--- src/rtl/token_drop_animator.sv ---
// ---------------------------------------------------------------------------
// token_drop_animator
//   Animates a token falling down a board column. The token moves down one
//   row every STEP_CYCLES clocks and stops above the first occupied cell or
//   on the bottom row. On landing it issues a one-cycle token_ready pulse
//   together with final_row/final_column.
//
// Ports:
//   clk           system clock
//   reset         asynchronous, active-high reset
//   player_move   one-cycle move request
//   column_index  requested column 0..6, sampled with player_move
//   player_turn   0 = red, 1 = green, sampled with player_move
//   board_red     committed red tokens   [row][bit], column c -> bit COLS-1-c
//   board_grn     committed green tokens [row][bit], column c -> bit COLS-1-c
//   falling_red   overlay of the falling red token (at most one bit set)
//   falling_grn   overlay of the falling green token (at most one bit set)
//   busy          high from request acceptance until token_ready is issued
//   token_ready   one-cycle landing pulse
//   final_row     row of the last landed token
//   final_column  column of the last landed token
// ---------------------------------------------------------------------------
module token_drop_animator #(
    parameter int unsigned STEP_CYCLES = 12500000,
    parameter int unsigned ROWS        = 6,
    parameter int unsigned COLS        = 16
) (
    input  logic                      clk,
    input  logic                      reset,
    input  logic                      player_move,
    input  logic [2:0]                column_index,
    input  logic                      player_turn,
    input  logic [ROWS-1:0][COLS-1:0] board_red,
    input  logic [ROWS-1:0][COLS-1:0] board_grn,
    output logic [ROWS-1:0][COLS-1:0] falling_red,
    output logic [ROWS-1:0][COLS-1:0] falling_grn,
    output logic                      busy,
    output logic                      token_ready,
    output logic [2:0]                final_row,
    output logic [2:0]                final_column
);

    localparam int unsigned CNT_W = $clog2(STEP_CYCLES + 1);
    localparam int unsigned BIT_W = $clog2(COLS);
    localparam int unsigned OV_W  = ROWS * COLS;

    localparam logic [2:0]       MAX_COL  = 3'd6;
    localparam logic [2:0]       LAST_ROW = 3'(ROWS - 1);
    localparam logic [CNT_W-1:0] CNT_LAST = CNT_W'(STEP_CYCLES - 1);

    typedef enum logic [1:0] {
        IDLE = 2'd0,
        FALL = 2'd1,
        LAND = 2'd2
    } state_e;

    state_e            state_q;
    logic [CNT_W-1:0]  cnt_q;
    logic [2:0]        row_q;
    logic [2:0]        col_q;
    logic              colour_q;

    logic [BIT_W-1:0]  req_bit_c;
    logic [BIT_W-1:0]  cur_bit_c;
    logic [COLS-1:0]   req_onehot_c;
    logic              req_top_occ_c;
    logic              req_ok_c;
    logic              below_occ_c;
    logic              land_c;

    // Board bit positions of the requested and the latched column.
    assign req_bit_c = BIT_W'(COLS - 1) - BIT_W'(column_index);
    assign cur_bit_c = BIT_W'(COLS - 1) - BIT_W'(col_q);

    // A request is accepted only for a legal column with a free top cell.
    assign req_top_occ_c = board_red[0][req_bit_c] | board_grn[0][req_bit_c];
    assign req_ok_c      = player_move && (column_index <= MAX_COL) && !req_top_occ_c;
    assign req_onehot_c  = COLS'(1) << req_bit_c;

    // Live occupancy of the cell directly below the token; none below the last row.
    always_comb begin
        below_occ_c = 1'b0;
        for (int r = 0; r < int'(ROWS) - 1; r++) begin
            if (row_q == 3'(r)) begin
                below_occ_c = board_red[r+1][cur_bit_c] | board_grn[r+1][cur_bit_c];
            end
        end
    end

    assign land_c = (row_q == LAST_ROW) || below_occ_c;

    // Animation state machine with registered outputs.
    always_ff @(posedge clk or posedge reset) begin
        if (reset) begin
            state_q      <= IDLE;
            cnt_q        <= '0;
            row_q        <= '0;
            col_q        <= '0;
            colour_q     <= 1'b0;
            falling_red  <= '0;
            falling_grn  <= '0;
            busy         <= 1'b0;
            token_ready  <= 1'b0;
            final_row    <= '0;
            final_column <= '0;
        end else begin
            case (state_q)
                IDLE: begin
                    if (req_ok_c) begin
                        state_q  <= FALL;
                        cnt_q    <= '0;
                        row_q    <= '0;
                        col_q    <= column_index;
                        colour_q <= player_turn;
                        busy     <= 1'b1;
                        // Row 0 occupies the low COLS bits of the overlay.
                        if (player_turn) begin
                            falling_grn <= OV_W'(req_onehot_c);
                        end else begin
                            falling_red <= OV_W'(req_onehot_c);
                        end
                    end
                end

                FALL: begin
                    if (cnt_q == CNT_LAST) begin
                        cnt_q <= '0;
                        if (land_c) begin
                            state_q      <= LAND;
                            token_ready  <= 1'b1;
                            final_row    <= row_q;
                            final_column <= col_q;
                        end else begin
                            row_q <= row_q + 3'd1;
                            // Moving down one row is a shift by one row width;
                            // the unused colour's overlay is zero and stays so.
                            falling_red <= falling_red << COLS;
                            falling_grn <= falling_grn << COLS;
                        end
                    end else begin
                        cnt_q <= cnt_q + CNT_W'(1);
                    end
                end

                LAND: begin
                    state_q     <= IDLE;
                    token_ready <= 1'b0;
                    busy        <= 1'b0;
                    falling_red <= '0;
                    falling_grn <= '0;
                end

                default: begin
                    state_q     <= IDLE;
                    token_ready <= 1'b0;
                    busy        <= 1'b0;
                    falling_red <= '0;
                    falling_grn <= '0;
                end
            endcase
        end
    end

endmodule

--- config.mk ---
export PLATFORM = sky130hd
export DESIGN_NAME = token_drop_animator
export DESIGN_NICKNAME = d
export VERILOG_FILES = /design/src/rtl/token_drop_animator.sv
export SDC_FILE = /design/constraint.sdc
export NUM_CORES = 1
export LEC_CHECK = 0
export CORE_AREA = 2 2 156 158
export DETAILED_ROUTE_END_ITERATION = 8
export DIE_AREA = 0 0 158 160
export PLACE_DENSITY = 0.67
export SKIP_CTS_REPAIR_TIMING = 1
export SYNTH_ARGS = -nofsm -noshare
export SYNTH_HDL_FRONTEND = slang
export SYNTH_SLANG_ARGS = --single-unit
--- constraint.sdc ---
create_clock -name clk -period 11.2 [get_ports clk]
set_input_delay 2.24 -clock clk [delete_from_list [all_inputs] [get_ports clk]]
set_output_delay 2.24 -clock clk [all_outputs]
set_load 0.01 [all_outputs]
---- Word level (Yosys, flattened, before mapping) ----
Index checks and enable logic that the tools add are counted.
word-level totals
  bits in registers ....................... 232
  output and inout port bits .............. 200
operators by class
  add/sub/neg operators ................... 4
  magnitude comparators ................... 3
  equality and inequality tests ........... 13
  shifts and indexed selects .............. 1
  muxes and demuxes ....................... 55
  bitwise logic cells ..................... 8
  reductions and logical operators ........ 16
operators by type and width
  operator               count
  $mux 96                8
  $pmux 96 s2            2
  $bmux 1 s4             12
  $mux 24                2
  $pmux 24 s2            1
  $add 24x1->24 const B  1
  $eq 24x24->1 const B   1
  $mux 1                 20
  $shl 1x4->16 const A   1
  $ne 2x2->1 const B     6
  $reduce_and 4->1       3
  $lt 4x5->1 const B     2
  $mux 3                 3
  $reduce_and 3->1       3
  $sub 4x3->4 const A    2
  $eq 3x2->1 const B     2
  $eq 3x3->1 const B     2
  $mux 2                 3
  $or 1x1->1             6
  $pmux 3 s2             1
  $reduce_and 2->1       3
  $pmux 1 s2             2
  $pmux 2 s2             1
  $add 3x1->3 const B    1
  other kinds (10)       12

---- Depth between registers and ports, before layout ----
Gate-level depths: netlist (run 1).
  depth in word-level cells ............... 13
  depth in mapped cells ................... 11

---- Worst setup path after synthesis (run 1) ----
No wires, ideal clock.
  path kind ............................... input port to flip-flop
  from .................................... input port board_red[75] in the netlist's numbering
  to ...................................... register falling_red[24] in the netlist's numbering
  library setup time ...................... 0.122 ns
  data arrival time ....................... 4.432 ns
  required time ........................... 11.078 ns
  setup slack ............................. 6.646 ns
  stages .................................. 9
  buffers on the path ..................... 2
  path through ............................ or3_1 a22oi_1 a311oi_1 nor4_4 nand2_2 or4_1 buf_6 buf_6 a32o_1
on the way
  cells in the longest elaborated chain, start to end .. 8
RTL lines
  element                       line  source
  start: declaration            33    input logic [ROWS-1:0][COLS-1:0] board_red,
  $bmux 1 s4                    85    below_occ_c = board_red[r+1][cur_bit_c] | board_grn[r+1][cur_bit_c];
  $mux 1 (not written as such)  85
  $or 1x1->1                    85
  $mux 1 (2 in a row)           84    if (row_q == 3'(r)) begin
  $logic_or 1x1->1              90    assign land_c = (row_q == LAST_ROW) || below_occ_c;
  $ne 2x2->1 (no line)          n/a
  $reduce_and 4->1 (no line)    n/a
  end signal: assignment        120   falling_red <= OV_W'(req_onehot_c);
  end signal: assignment        137   falling_red <= falling_red << COLS;
  end: declaration              35    output logic [ROWS-1:0][COLS-1:0] falling_red,
Every way passes these cells. The select of a mux whose other input is x is not followed.
A chain may end at the register's enable or synchronous reset.

---- Worst setup path in the final report (run 1) ----
  from .................................... input port column_index[1]
  to ...................................... register falling_grn[12] in the netlist's numbering
on the way
  cells in the longest elaborated chain, start to end .. 8
  elaborated cells between the ends (all ways) .. 16
  classes of those cells .................. 1 x add/sub; 1 x order compare; 1 x eq/ne; 1 x shift; 7 x mux; 1 x bitwise; 4 x reduce/logical
RTL lines
  element                       line  source
  start: declaration            31    input logic [2:0] column_index,
  $sub 4x3->4                   72    assign req_bit_c = BIT_W'(COLS - 1) - BIT_W'(column_index);
  $bmux 1 s4                    76    assign req_top_occ_c = board_red[0][req_bit_c] | board_grn[0][req_bit_c];
  $mux 1 (not written as such)  76
  $or 1x1->1                    76
  $logic_not 1->1               77    assign req_ok_c = player_move && (column_index <= MAX_COL) && !req_top_occ_c;
  $logic_and 1x1->1             77
  $ne 2x2->1 (no line)          n/a
  $reduce_and 4->1 (no line)    n/a
  end signal: assignment        118   falling_grn <= OV_W'(req_onehot_c);
  end signal: assignment        138   falling_grn <= falling_grn << COLS;
  end: declaration              36    output logic [ROWS-1:0][COLS-1:0] falling_grn,
Parallel ways exist; a longest one is shown, timed or not. The select of a mux whose other input is x is not followed.

==> results of run 1 <==
cells in the final DEF, fill, tap and decap left out, types with 5 or more instances in the layout:
cell	instances
a21oi_1	9
a22oi_1	15
a31oi_1	12
a32o_1	64
and2_1	5
and3_1	15
buf_4	11
clkbuf_16	17
clkdlybuf4s50_1	204
conb_1	96
dfrtp_1	136
ha_1	6
inv_1	11
mux2_2	7
nand2_1	75
nand3_1	16
nand3b_1	5
nor2_1	53
nor2b_1	5
nor3_1	13
nor4_1	7
o21ai_0	75
o31ai_1	7
o32a_1	9
routing by layer:
metal | track usage | routed length [µm]
met5 | 0 | 0
met4 | 0.0495 | 321
met3 | 0.0744 | 2820
met2 | 0.268 | 10400
met1 | 0.242 | 9910
synthesized netlist by cell type (3+ instances only):
library cell | n | share of area
nor2b_1 | 5 | 0.0042
buf_4 | 96 | 0.097
nor3_1 | 13 | 0.0088
clkbuf_1 | 41 | 0.021
inv_1 | 12 | 0.0061
nand2_1 | 75 | 0.038
a21oi_1 | 9 | 0.0061
a32o_1 | 64 | 0.087
ha_1 | 6 | 0.010
nor3b_1 | 4 | 0.0041
o22ai_1 | 3 | 0.0025
a22oi_1 | 15 | 0.015
o32a_1 | 9 | 0.012
dfrtp_1 | 136 | 0.46
o21ai_0 | 75 | 0.051
o211ai_1 | 4 | 0.0041
or3_1 | 3 | 0.0025
o31ai_1 | 7 | 0.0071
mux4_2 | 3 | 0.0091
and2_1 | 5 | 0.0042
nor4_1 | 8 | 0.0068
nand3_1 | 16 | 0.011
a31oi_1 | 12 | 0.010
buf_6 | 9 | 0.014
and3_1 | 15 | 0.013
mux2_2 | 7 | 0.011
nor2_1 | 57 | 0.029
nand4_1 | 4 | 0.0034
nand3b_1 | 5 | 0.0051
final timing paths:
path,cells past startpoint,end,slack [ns],from
worst max-delay path,8,falling_grn[12]$_DFFE_PP0P_,5.54,column_index[1]
max in group asynchronous,3,cnt_q[8]$_DFFE_PP0P_,7.55,reset
worst min-delay path,1,token_ready$_DFFE_PP0P_,0.49,token_ready$_DFFE_PP0P_
worst max register to register,7,falling_grn[59]$_DFFE_PP0P_,7.27,col_q[1]$_DFFE_PP0P_
worst min register to register,1,token_ready$_DFFE_PP0P_,0.49,token_ready$_DFFE_PP0P_
min in group asynchronous,2,falling_red[56]$_DFFE_PP0P_,2.26,reset
registers in the layout, indices dropped and copies added (netlist names):
| name | cells |
|---|---|
| falling_grn | 48 |
| row_q | 3 |
| cnt_q | 24 |
| token_ready | 1 |
| col_q | 3 |
| busy | 1 |
| state_q | 2 |
| final_column | 3 |
| falling_red | 48 |
| final_row | 3 |
final cells by class:
class | instances | area, µm²
clock buffers | 19 | 433
inverters | 13 | 53.8
well taps | 324 | 405
flip-flops and latches | 136 | 3400
repair buffers | 215 | 2120
clock inverters | 13 | 148
fillers | 2330 | 13900
multi-input cells | 557 | 3350
cell families (layout without fill, tap and decap cells):
family | after synthesis | in the layout | share of synthesized area
compound gates | 216 | 216 | 0.219
xor+xnor | 2 | 2 | 0.00237
fa+ha+maj | 6 | 6 | 0.0101
buf+inv | 160 | 260 | 0.139
flops | 136 | 136 | 0.460
mux | 11 | 11 | 0.0211
other cells | 1 | 96 | 0.000506
simple gates | 226 | 226 | 0.148
power breakdown:
group | switching [mW] | internal (mW)
Clock | 0.224 | 0.330
Sequential | 0.0708 | 0.531
Combinational | 0.252 | 0.169
Total | 0.547 | 1.03
through the flow:
stage          power (mW)  std cells  cell area, µm²
2_1_floorplan       0.886        853            7760
3_3_place_gp         1.03       1245            9340
3_5_place_dp         1.03       1245            9340
4_1_cts              1.58       1277            9920
5_1_grt              1.66       1277            9920
6_report             1.58       1277            9920
==> impl_metrics.toml, run 1 <==
[synthesis]
synth-warning-count = 0
synth_ff_type = "dfrtp_1"
syn_area_mm2 = 0.00740
ys_seq_area_frac = 0.460
synth-edff-count = 0
syn_inst = 758
synth.distinct_cells = 61
postSynthAreaPerCell_um2 = 9.77
ys_ff_latch = 136
async_reset_ff_frac = 1.00

[setup_path]
cp-start-kind = "input pin"
worstPathCellList = "clkdlybuf4s50_1 -> nor2b_1 -> a221oi_1 -> nor4_1 -> nand2_1 -> nor3_1 -> a32oi_1 -> o21ai_0"
crit_slowest_cell = "clkdlybuf4s50_1"
worst-path-buf-inv = 1
cp-end-kind = "flop"
cp_data_arrival_time_ns = 6.00
critPathMaxFanout = 11
slowest_delay_ns = 0.73
path_class = "in -> reg"
required_ns = 11.54
crit_family = "simple AND/OR/NAND/NOR gates"

[cells_and_area]
antenna_cells = 0
post-route-util = 0.416
area_growth_syn_to_layout_pct = 33.9
layout-drive-gt1-share = 0.0693
fin_nets = 1145

[place]
dp_slack_ns = 5.12
hpwl_um = 16700
io_buffers = 204
gp_congestion = 0.818

[timing]
fmax_ghz = 0.177
setup_ws_ns = 5.54
rsz0062_at_grt = "no"
max_slew.worst_pin.slew_ns = 1.08
fin_setup_tns_ns = 0
timing.final.hold_violations = 0
fin_worst_skew_ns = 0.00628
finalCriticalPeriod_ns = 5.66
maxSlewViolCount = 0
setup_viol = 0
relSlewSlack = 0.279
finalCritPeriodShare = 0.505
whs_ns = 0.488

[clock_network]
cts_buffer_depth = 2
cts.clk_slew.worst_paths_ns = 0.06
insertion_delay_ns = 0.43
htreeDepth = 4
tritoncts = "built"
root_buffer = "clkbuf_16"
clock_sinks = 136
numCtsBuffers = 17

[detailed_routing]
dr.pass1.iters = 6
viasPerCell = 5.13
routed_wirelength_um = 23400
drtIter0Drc = 554
dr_total_vias = 6553
route.detailed.drc = 0
wl_per_cell_um = 18.4
ant_nets = 0

[global_routing]
overflow = 0
grt_pass1_vias = 6103
antenna_found_initial = 0
grt_max_degree = 77
grt_first_pass_wirelength_um = 35300
grt_usage = 0.180

[floorplan]
die-area_mm2 = 0.0253
floorplan.initialDensity = 0.311
die_y_um = 160
io_pins = 399
die_w_um = 158
core.rowCount = 57
core_region_area_mm2 = 0.0238

[power_and_ir_drop]
power_density_mw_per_mm2 = 159
vdd_drop_max_mv = 0.0965
leakage_nw = 4.27

[flow_run]
maxCapViolCount = 0

[outcome]
outcome = "completed"

[worst_hold_path]
holdCritPathClass = "reg -> reg"
Note: power is estimated with default switching activity, not from simulation.
==> inputs of run 2 (changes only) <==
--- a/config.mk
+++ b/config.mk
@@ -5,10 +5,10 @@
 export SDC_FILE = /design/constraint.sdc
 export NUM_CORES = 1
 export LEC_CHECK = 0
-export CORE_AREA = 2 2 156 158
+export CORE_AREA = 2 2 157 159
 export DETAILED_ROUTE_END_ITERATION = 8
-export DIE_AREA = 0 0 158 160
-export PLACE_DENSITY = 0.67
+export DIE_AREA = 0 0 159 161
+export PLACE_DENSITY = 0.66
 export SKIP_CTS_REPAIR_TIMING = 1
 export SYNTH_ARGS = -nofsm -noshare
 export SYNTH_HDL_FRONTEND = slang
==> constraint.sdc (replaced) <==
create_clock -name clk -period 5.8 [get_ports clk]
set_input_delay 1.16 -clock clk [delete_from_list [all_inputs] [get_ports clk]]
set_output_delay 1.16 -clock clk [all_outputs]
set_load 0.01 [all_outputs]
==> run 2 against run 1 <==
Effect of this change: clock power is 92% higher; sequential share of layout area hardly changed; wire length rose by 0.55%; power is 93% higher; setup slack worse by 3.9 ns; via count decreased by 0.50%; core utilization fell by 0.23 points; combinational power rose by 89%; sequential power rose by 98%; register-to-register slack got worse by 5.3 ns; largest cell class unchanged.
==> impl_metrics.toml, run 2 (same netlist as run 1, synthesis figures left out) <==
[outcome]
outcome = "completed"

[setup_path]
path_class = "in -> reg"
cp-start-kind = "input pin"
critPathMaxFanout = 64
required_ns = 6.12
cp_data_arrival_time_ns = 4.46
cp-end-kind = "flop"

[clock_network]
cts.clk_slew.worst_paths_ns = 0.06
insertion_delay_ns = 0.43
numCtsBuffers = 17
root_buffer = "clkbuf_16"
cts_buffer_depth = 2
clock_sinks = 136
htreeDepth = 4
tritoncts = "built"

[global_routing]
grt_pass1_vias = 5996
grt_usage = 0.181
grt_first_pass_wirelength_um = 36200
grt_max_degree = 111
overflow = 0
antenna_found_initial = 0

[timing]
setup_viol = 0
fmax_ghz = 0.242
max_slew.worst_pin.slew_ns = 0.987
finalCritPeriodShare = 0.714
relSlewSlack = 0.342
whs_ns = 0.492
timing.final.hold_violations = 0
finalCriticalPeriod_ns = 4.14
maxSlewViolCount = 0
rsz0062_at_grt = "no"
fin_setup_tns_ns = 0
fin_worst_skew_ns = 0.00974

[place]
hpwl_um = 16600
gp_congestion = 0.875
placed_cells = 1246
io_buffers = 204

[flow_run]
maxCapViolCount = 0

[detailed_routing]
ant_nets = 0
routed_wirelength_um = 23600
drtIter0Drc = 558
wl_per_cell_um = 18.4
dr.pass1.iters = 5
route.detailed.drc = 0
viasPerCell = 5.10
dr_total_vias = 6520

[floorplan]
die-area_mm2 = 0.0256
die_w_um = 159
io_pins = 399
floorplan.initialDensity = 0.309
core_region_area_mm2 = 0.0240
die_y_um = 161
core.rowCount = 57

[power_and_ir_drop]
leakage_nw = 4.28
total_power_mw = 3.04
power_density_mw_per_mm2 = 307
vdd_drop_max_mv = 0.205

[cells_and_area]
reg_top3 = "falling_grn: 48 flops, falling_red: 48 flops, cnt_q: 24 flops"
final_common_cell = "clkdlybuf4s50_1"
fillCellCount = 2402
post-route-util = 0.414
area_growth_syn_to_layout_pct = 34.0
antenna_cells = 0
layoutNonFillerInstCount = 1278
layout-drive-gt1-share = 0.0713
final_cell_mix = "clkdlybuf4s50_1 (204), dfrtp_1 (136), conb_1 (96)"
fin_nets = 1146

[worst_hold_path]
holdCritPathClass = "reg -> reg"
-- run 2: routing by layer --
metal	track usage	wire (µm)	part of all wire
met1	0.237	10000	0.42
met2	0.268	10500	0.45
met3	0.0876	2800	0.12
met4	0.0479	262	0.011
met5	0	0	0
-- run 2: power by group --
group	total [mW]	internal [mW]	switching, mW
sequential	1.19	1.02	0.165
combinational	0.797	0.336	0.461
clock	1.06	0.614	0.444
total	3.04	1.97	1.07
-- run 2: worst paths after layout --
kind                       slack (ns)  depth (start not counted)             startpoint                          end
max                              1.66                          9          board_red[75]  falling_grn[46]$_DFFE_PP0P_
min                              0.49                          1  cnt_q[23]$_DFFE_PP0P_        cnt_q[23]$_DFFE_PP0P_
max reg2reg                      1.94                          8   col_q[0]$_DFFE_PP0P_  falling_grn[46]$_DFFE_PP0P_
min reg2reg                      0.49                          1  cnt_q[23]$_DFFE_PP0P_        cnt_q[23]$_DFFE_PP0P_
max in group asynchronous        3.50                          3                  reset  falling_grn[72]$_DFFE_PP0P_
min in group asynchronous        1.35                          2                  reset  falling_red[58]$_DFFE_PP0P_
-- run 2: through the flow --
stage / setup slack [ns] / area [µm²]
4_1_cts: 1.65 / 9920
2_1_floorplan: 1.00 / 7760
6_report: 1.66 / 9920
3_3_place_gp: 1.19 / 9350
5_1_grt: 1.52 / 9920
3_5_place_dp: 1.22 / 9350
-- run 2: critical path, stage by stage --
cell and delay (ns):
clkdlybuf4s50_1 0.42, or3_1 0.38, a22oi_1 0.19, a311oi_1 0.20
nor4_4 0.47, nand2_2 0.23, or4_2 0.65, buf_4 0.33
a32o_1 0.35
-- run 2: cell type report --
class	instances	area (µm²)	area share
timing repair buffer	216	2130	0.215
tap	324	405	0.0409
multi-input combinational	557	3350	0.338
inverter	13	53.8	0.00542
clock buffer	19	443	0.0446
clock inverter	13	134	0.0135
sequential	136	3400	0.343
